[src/rtl/sc_max7219_tx.sv]
// sc_max7219_tx: shifts the eight LED-matrix row registers into a MAX7219 as
// eight 16-bit words (MSB first), one frame per start request.
// Optional build macro SC_MAX7219TX_INIT_EN: after reset, send the five
// driver configuration words before accepting frames.
module sc_max7219_tx #(
    parameter int unsigned CLKDIV    = 4,
    parameter logic [3:0]  INTENSITY = 4'h8
) (
    input  logic       SC_MAX7219TX_CLOCK_50,
    input  logic       SC_MAX7219TX_RESET_InHigh,
    input  logic       SC_MAX7219TX_Start_InHigh,
    input  logic [7:0] SC_MAX7219TX_Row0,
    input  logic [7:0] SC_MAX7219TX_Row1,
    input  logic [7:0] SC_MAX7219TX_Row2,
    input  logic [7:0] SC_MAX7219TX_Row3,
    input  logic [7:0] SC_MAX7219TX_Row4,
    input  logic [7:0] SC_MAX7219TX_Row5,
    input  logic [7:0] SC_MAX7219TX_Row6,
    input  logic [7:0] SC_MAX7219TX_Row7,
    output logic       SC_MAX7219TX_Din,
    output logic       SC_MAX7219TX_Sclk,
    output logic       SC_MAX7219TX_Load,
    output logic       SC_MAX7219TX_Busy,
    output logic       SC_MAX7219TX_FrameDone
);

    localparam logic [7:0] DIV_LAST = 8'(CLKDIV - 1);

`ifdef SC_MAX7219TX_INIT_EN
    typedef enum logic [1:0] {ST_INIT, ST_IDLE, ST_FRAME} state_t;
    localparam state_t ST_RESET = ST_INIT;
`else
    typedef enum logic [1:0] {ST_IDLE, ST_FRAME} state_t;
    localparam state_t ST_RESET = ST_IDLE;
`endif

    // HOLD: no word on the wire (after reset, or idle between frames)
    typedef enum logic [1:0] {PH_HOLD, PH_SHIFT, PH_GAP} phase_t;

    state_t     state, state_nx;
    phase_t     phase, phase_nx;
    logic [7:0] div_cnt, div_nx;
    logic [3:0] bit_cnt, bit_nx;
    logic [2:0] word_idx, word_nx;
    logic       sclk_r, sclk_nx;
    logic       done_r, done_nx;
    logic       take;
    logic [2:0] last_idx;
    logic [15:0] word;
    logic [7:0] snap [8];

`ifndef SC_MAX7219TX_INIT_EN
    logic [3:0] unused_intensity;
    assign unused_intensity = INTENSITY;
`endif

    // Select the word currently on the wire: config ROM during init, else address+snapshot row
    always_comb begin
        word     = {{5'd0, word_idx} + 8'd1, snap[word_idx]};
        last_idx = 3'd7;
`ifdef SC_MAX7219TX_INIT_EN
        if (state == ST_INIT) begin
            last_idx = 3'd4;
            case (word_idx)
                3'd0:    word = 16'h0F00;
                3'd1:    word = 16'h0900;
                3'd2:    word = {12'h0A0, INTENSITY};
                3'd3:    word = 16'h0B07;
                default: word = 16'h0C01;
            endcase
        end
`endif
    end

    // Next-state logic for the frame FSM and the bit/word engine
    always_comb begin
        state_nx = state;
        phase_nx = phase;
        div_nx   = div_cnt;
        bit_nx   = bit_cnt;
        word_nx  = word_idx;
        sclk_nx  = sclk_r;
        done_nx  = 1'b0;
        take     = 1'b0;
        case (phase)
            PH_HOLD: begin
                if (state == ST_IDLE) begin
                    if (SC_MAX7219TX_Start_InHigh) begin
                        take     = 1'b1;
                        state_nx = ST_FRAME;
                        phase_nx = PH_SHIFT;
                    end
                end else begin
                    phase_nx = PH_SHIFT;
                end
            end
            PH_SHIFT: begin
                if (div_cnt == DIV_LAST) begin
                    div_nx  = '0;
                    sclk_nx = ~sclk_r;
                    if (sclk_r) begin
                        if (bit_cnt == 4'd15) begin
                            bit_nx   = '0;
                            phase_nx = PH_GAP;
                        end else begin
                            bit_nx = bit_cnt + 4'd1;
                        end
                    end
                end else begin
                    div_nx = div_cnt + 8'd1;
                end
            end
            PH_GAP: begin
                if (div_cnt == DIV_LAST) begin
                    div_nx = '0;
                    if (word_idx == last_idx) begin
                        word_nx  = '0;
                        phase_nx = PH_HOLD;
                        state_nx = ST_IDLE;
                        done_nx  = (state == ST_FRAME);
                    end else begin
                        word_nx  = word_idx + 3'd1;
                        phase_nx = PH_SHIFT;
                    end
                end else begin
                    div_nx = div_cnt + 8'd1;
                end
            end
            default: phase_nx = PH_HOLD;
        endcase
    end

    // State and counter registers with synchronous reset
    always_ff @(posedge SC_MAX7219TX_CLOCK_50) begin
        if (SC_MAX7219TX_RESET_InHigh) begin
            state    <= ST_RESET;
            phase    <= PH_HOLD;
            div_cnt  <= '0;
            bit_cnt  <= '0;
            word_idx <= '0;
            sclk_r   <= 1'b0;
            done_r   <= 1'b0;
        end else begin
            state    <= state_nx;
            phase    <= phase_nx;
            div_cnt  <= div_nx;
            bit_cnt  <= bit_nx;
            word_idx <= word_nx;
            sclk_r   <= sclk_nx;
            done_r   <= done_nx;
        end
    end

    // Snapshot all rows on the edge a start request is accepted
    always_ff @(posedge SC_MAX7219TX_CLOCK_50) begin
        if (take && !SC_MAX7219TX_RESET_InHigh) begin
            snap[0] <= SC_MAX7219TX_Row0;
            snap[1] <= SC_MAX7219TX_Row1;
            snap[2] <= SC_MAX7219TX_Row2;
            snap[3] <= SC_MAX7219TX_Row3;
            snap[4] <= SC_MAX7219TX_Row4;
            snap[5] <= SC_MAX7219TX_Row5;
            snap[6] <= SC_MAX7219TX_Row6;
            snap[7] <= SC_MAX7219TX_Row7;
        end
    end

    assign SC_MAX7219TX_Load      = (phase != PH_SHIFT);
    assign SC_MAX7219TX_Sclk      = (phase == PH_SHIFT) && sclk_r;
    assign SC_MAX7219TX_Din       = (phase == PH_SHIFT) && word[4'd15 - bit_cnt];
    assign SC_MAX7219TX_Busy      = (state != ST_IDLE);
    assign SC_MAX7219TX_FrameDone = done_r;

endmodule

[config.mk]
export PLATFORM = sky130hd
export DESIGN_NAME = sc_max7219_tx
export DESIGN_NICKNAME = d
export VERILOG_FILES = /design/src/rtl/sc_max7219_tx.sv
export SDC_FILE = /design/constraint.sdc
export NUM_CORES = 1
export LEC_CHECK = 0
export CAP_MARGIN = 20
export CORE_ASPECT_RATIO = 2
export CORE_MARGIN = 5
export CORE_UTILIZATION = 30
export DETAILED_ROUTE_END_ITERATION = 12
export MAX_ROUTING_LAYER = met4
export RECOVER_POWER = 100
export SLEW_MARGIN = 10
export SYNTH_ARGS = -nofsm -noshare
export SYNTH_HDL_FRONTEND = slang
export SYNTH_SLANG_ARGS = --single-unit
[constraint.sdc]
create_clock -name SC_MAX7219TX_CLOCK_50 -period 7.1 [get_ports SC_MAX7219TX_CLOCK_50]
set_input_delay 0.71 -clock SC_MAX7219TX_CLOCK_50 [delete_from_list [all_inputs] [get_ports SC_MAX7219TX_CLOCK_50]]
set_output_delay 0.71 -clock SC_MAX7219TX_CLOCK_50 [all_outputs]
set_load 0.1 [all_outputs]
==> flow_summary.yaml <==
yosys:
  avgSynthCellArea_sq_um: 16.07
  synth_edf_count: 64
  synth_area_sq_um: 3552
  synthMuxAreaShare: 0.1356
  synth-simple-area-share: 0.07855
  synthCells: 221
  syn_nets: 296
  async_reset_ff_frac: 0
  ys_seq_elements: 87
  ys.flop_type: "edfxtp_1"
  yosysUniqueCellTypes: 40
  yosysWarnings: 0
  synth_compound_area_frac: 0.04650
  synthAdderAreaFrac: 0.02818
  synth_top_family_by_area: "multiplexers"
  ys_seq_area_frac: 0.6707
  synth_xor_area_frac: 0.02466
global_route:
  grt_pass1_wl_microns: 11530
  grt_max_degree: 65
  antenna_found_initial: 0
  grt_pass1_vias: 2319
  overflow: 0
  grt_usage: 0.1129
floorplanning:
  die_area_sq_um: 14250
  start_util: 0.3036
  core_sq_um: 11700
  row_count: 56
  pin_count: 72
  die_h_microns: 163.9
  die_x_microns: 86.95
timing:
  slew_headroom: -1.181
  slew_viol_final: 65
  worstMarginPinSlew_ns: 3.272
  hold_viol_final: 0
  fmax_ghz: 0.2384
  setup_violations: 0
  rsz0062_at_grt: "false"
  period_share: 0.5908
  period_needed_ns: 4.194
  holdWs_ns: 0.5142
  setup_tns_ns: 0
  skew_ns: 0.006558
setup_path:
  crit_path_start_kind: "flop"
  cp.required_ns: 6.39
  worstSetupEndpointType: "primary output"
  arrival_ns: 3.48
  cp_max_fo: 14
  critPathKind: "reg2out"
cells_and_area:
  fill_cells: 1087
  synthToLayoutAreaGrowth_pct: 32.19
  n_antenna_cell: 0
  layout-drive-gt1-share: 0.1159
  layout.nets: 372
  seqCellArea_sq_um: 2382
  multiInputGateArea_sq_um: 1094
  utilization: 0.4013
pwr:
  pwr_density_cell_nw_per_um2: 245.4
  total_power_mw: 1.152
  ir_drop_v: 0.0001389
  power.leakage_nw: 1.586
clock_tree:
  cts_root_buf: "clkbuf_16"
  clockBufferDepth: 2
  cts_resized: 0
  clkTransAtPathRegs_ns: 0.06
  clock_latency_ns: 0.33
  cts_inserted_buffers: 9
  cts_hold_buf: 0
  cts_sinks: 87
  h-tree-depth: 3
  cts_tree: "built"
  cts_setup_buffers: 0
drt:
  ant_nets: 0
  viasPerCell: 4.682
  routedWlPerCell_microns: 16.47
  via_count: 2093
  drc: 0
  wirelength_microns: 7363
  drt-pass1-iter-count: 4
  detail_route.iter0.violations: 117
run_status:
  run_status: "finished with violations"
  violations: "capacitance limit, slew limit"
placed_design:
  gp_congestion: 0.7518
  hpwl_microns: 5615
  port_buffers: 71
flow_run:
  maxCapViolations: 2
worst_hold_path:
  hold_path_class: "reg2reg"
## sequential cells by signal, summed over array words and instances, names as in the netlist, named ones only
name,cells
word_idx,3
sclk_r,1
phase,2
SC_MAX7219TX_FrameDone,1
snap,64
state,1
div_cnt,8
bit_cnt,4
## layer usage
layer  GRT usage  vias to the layer above  wire length [microns]
li1            -                     1010                      -
met1      0.1035                     1028                   2459
met2      0.2131                       50                   4509
met3     0.02259                        5                    261
met4     0.05532                        0                    133
met5           -                        -                      0
## layout by cell type, fill, tap and decap left out, drive strengths merged
cell           Yosys  routed
dlygate4sd3        0      70
edfxtp            64      64
dfxtp             23      23
nor2              18      18
mux4              16      16
nand2             12      12
mux2i             11      11
clkbuf             3      10
inv                6       9
xor2               8       8
ha                 8       8
a21oi              6       6
o21ai              4       4
nand3              4       4
a211oi             3       3
nand4              3       3
and2               3       3
and4               3       3
a311oi             2       2
nor3               2       2
xnor2              2       2
a22oi              2       2
clkinv             0       2
nand3b             1       1
o2111ai            1       1
a221oi             1       1
mux2               1       1
o311ai             1       1
a2111o             1       1
or4b               1       1
nor4               1       1
a21o               1       1
nor3b              1       1
o41ai              1       1
or4                1       1
or3                1       1
and3               1       1
bufinv             0       1
clkinvlp           0       1
clkdlybuf4s50      0       1
## worst max-delay path, stage by stage, from the launching register on
cell and delay, ns:
dfxtp_1 0.85, mux4_2 0.59, mux2_2 0.27, o311ai_0 0.34, nand3_1 0.15, dlygate4sd3_1 0.96
## cell usage after synthesis, types with 2 or more instances
master | number | area share
a211oi_1 | 3 | 0.0063
a21oi_1 | 6 | 0.0085
a311oi_1 | 2 | 0.0049
and2_1 | 2 | 0.0035
and4_1 | 2 | 0.0049
buf_2 | 3 | 0.0042
clkbuf_1 | 3 | 0.0032
dfxtp_1 | 23 | 0.13
edfxtp_1 | 64 | 0.54
ha_1 | 8 | 0.028
inv_1 | 6 | 0.0063
mux2i_1 | 11 | 0.031
mux4_2 | 16 | 0.10
nand2_1 | 12 | 0.013
nand3_1 | 4 | 0.0056
nand4_1 | 3 | 0.0053
nor2_1 | 18 | 0.019
nor3_1 | 2 | 0.0028
o21ai_0 | 4 | 0.0056
xnor2_1 | 2 | 0.0049
xor2_1 | 8 | 0.020
## cells by family after synthesis
family                     Yosys count
buffers and inverters               13
adders and majority gates            8
xor gates and xnor gates            10
muxes                               28
and+or+nand+nor                     52
DFF                                 87
AOI/OAI and AO/OA                   23
## power breakdown
| part | internal [mW] | switching [mW] | total, mW |
|---|---|---|---|
| Sequential | 0.578 | 0.0108 | 0.589 |
| Combinational | 0.0443 | 0.0505 | 0.0948 |
| Clock | 0.275 | 0.193 | 0.468 |
| Total | 0.898 | 0.254 | 1.15 |
## through the flow
stage | instances | area [sq um] | worst slack (ns)
final | 447 | 4696 | 2.906
after global routing | 447 | 4696 | 2.561
after CTS | 447 | 4725 | 2.797
after detailed placement | 431 | 4423 | 3.161
after global placement | 431 | 4423 | 3.178
after floorplan | 221 | 3552 | 1.290
## worst paths after layout
path | from | depth (start not counted) | endpoint | slack (ns)
max | flop | 5 | SC_MAX7219TX_Din | 2.91
min | state[0] | 2 | SC_MAX7219TX_FrameDone | 0.51
max reg2reg | phase[1] | 5 | snap[7][4] | 3.41
min reg2reg | state[0] | 2 | SC_MAX7219TX_FrameDone | 0.51
## layout make-up
type	instances	area share
Clock buffer	9	0.04796
Clock inverter	7	0.01625
Inverter	6	0.004796
Multi-Input combinational cell	121	0.2329
Sequential cell	87	0.5073
Tap cell	145	0.03864
Timing Repair Buffer	72	0.1521
Power figures use the tool's default switching activity.
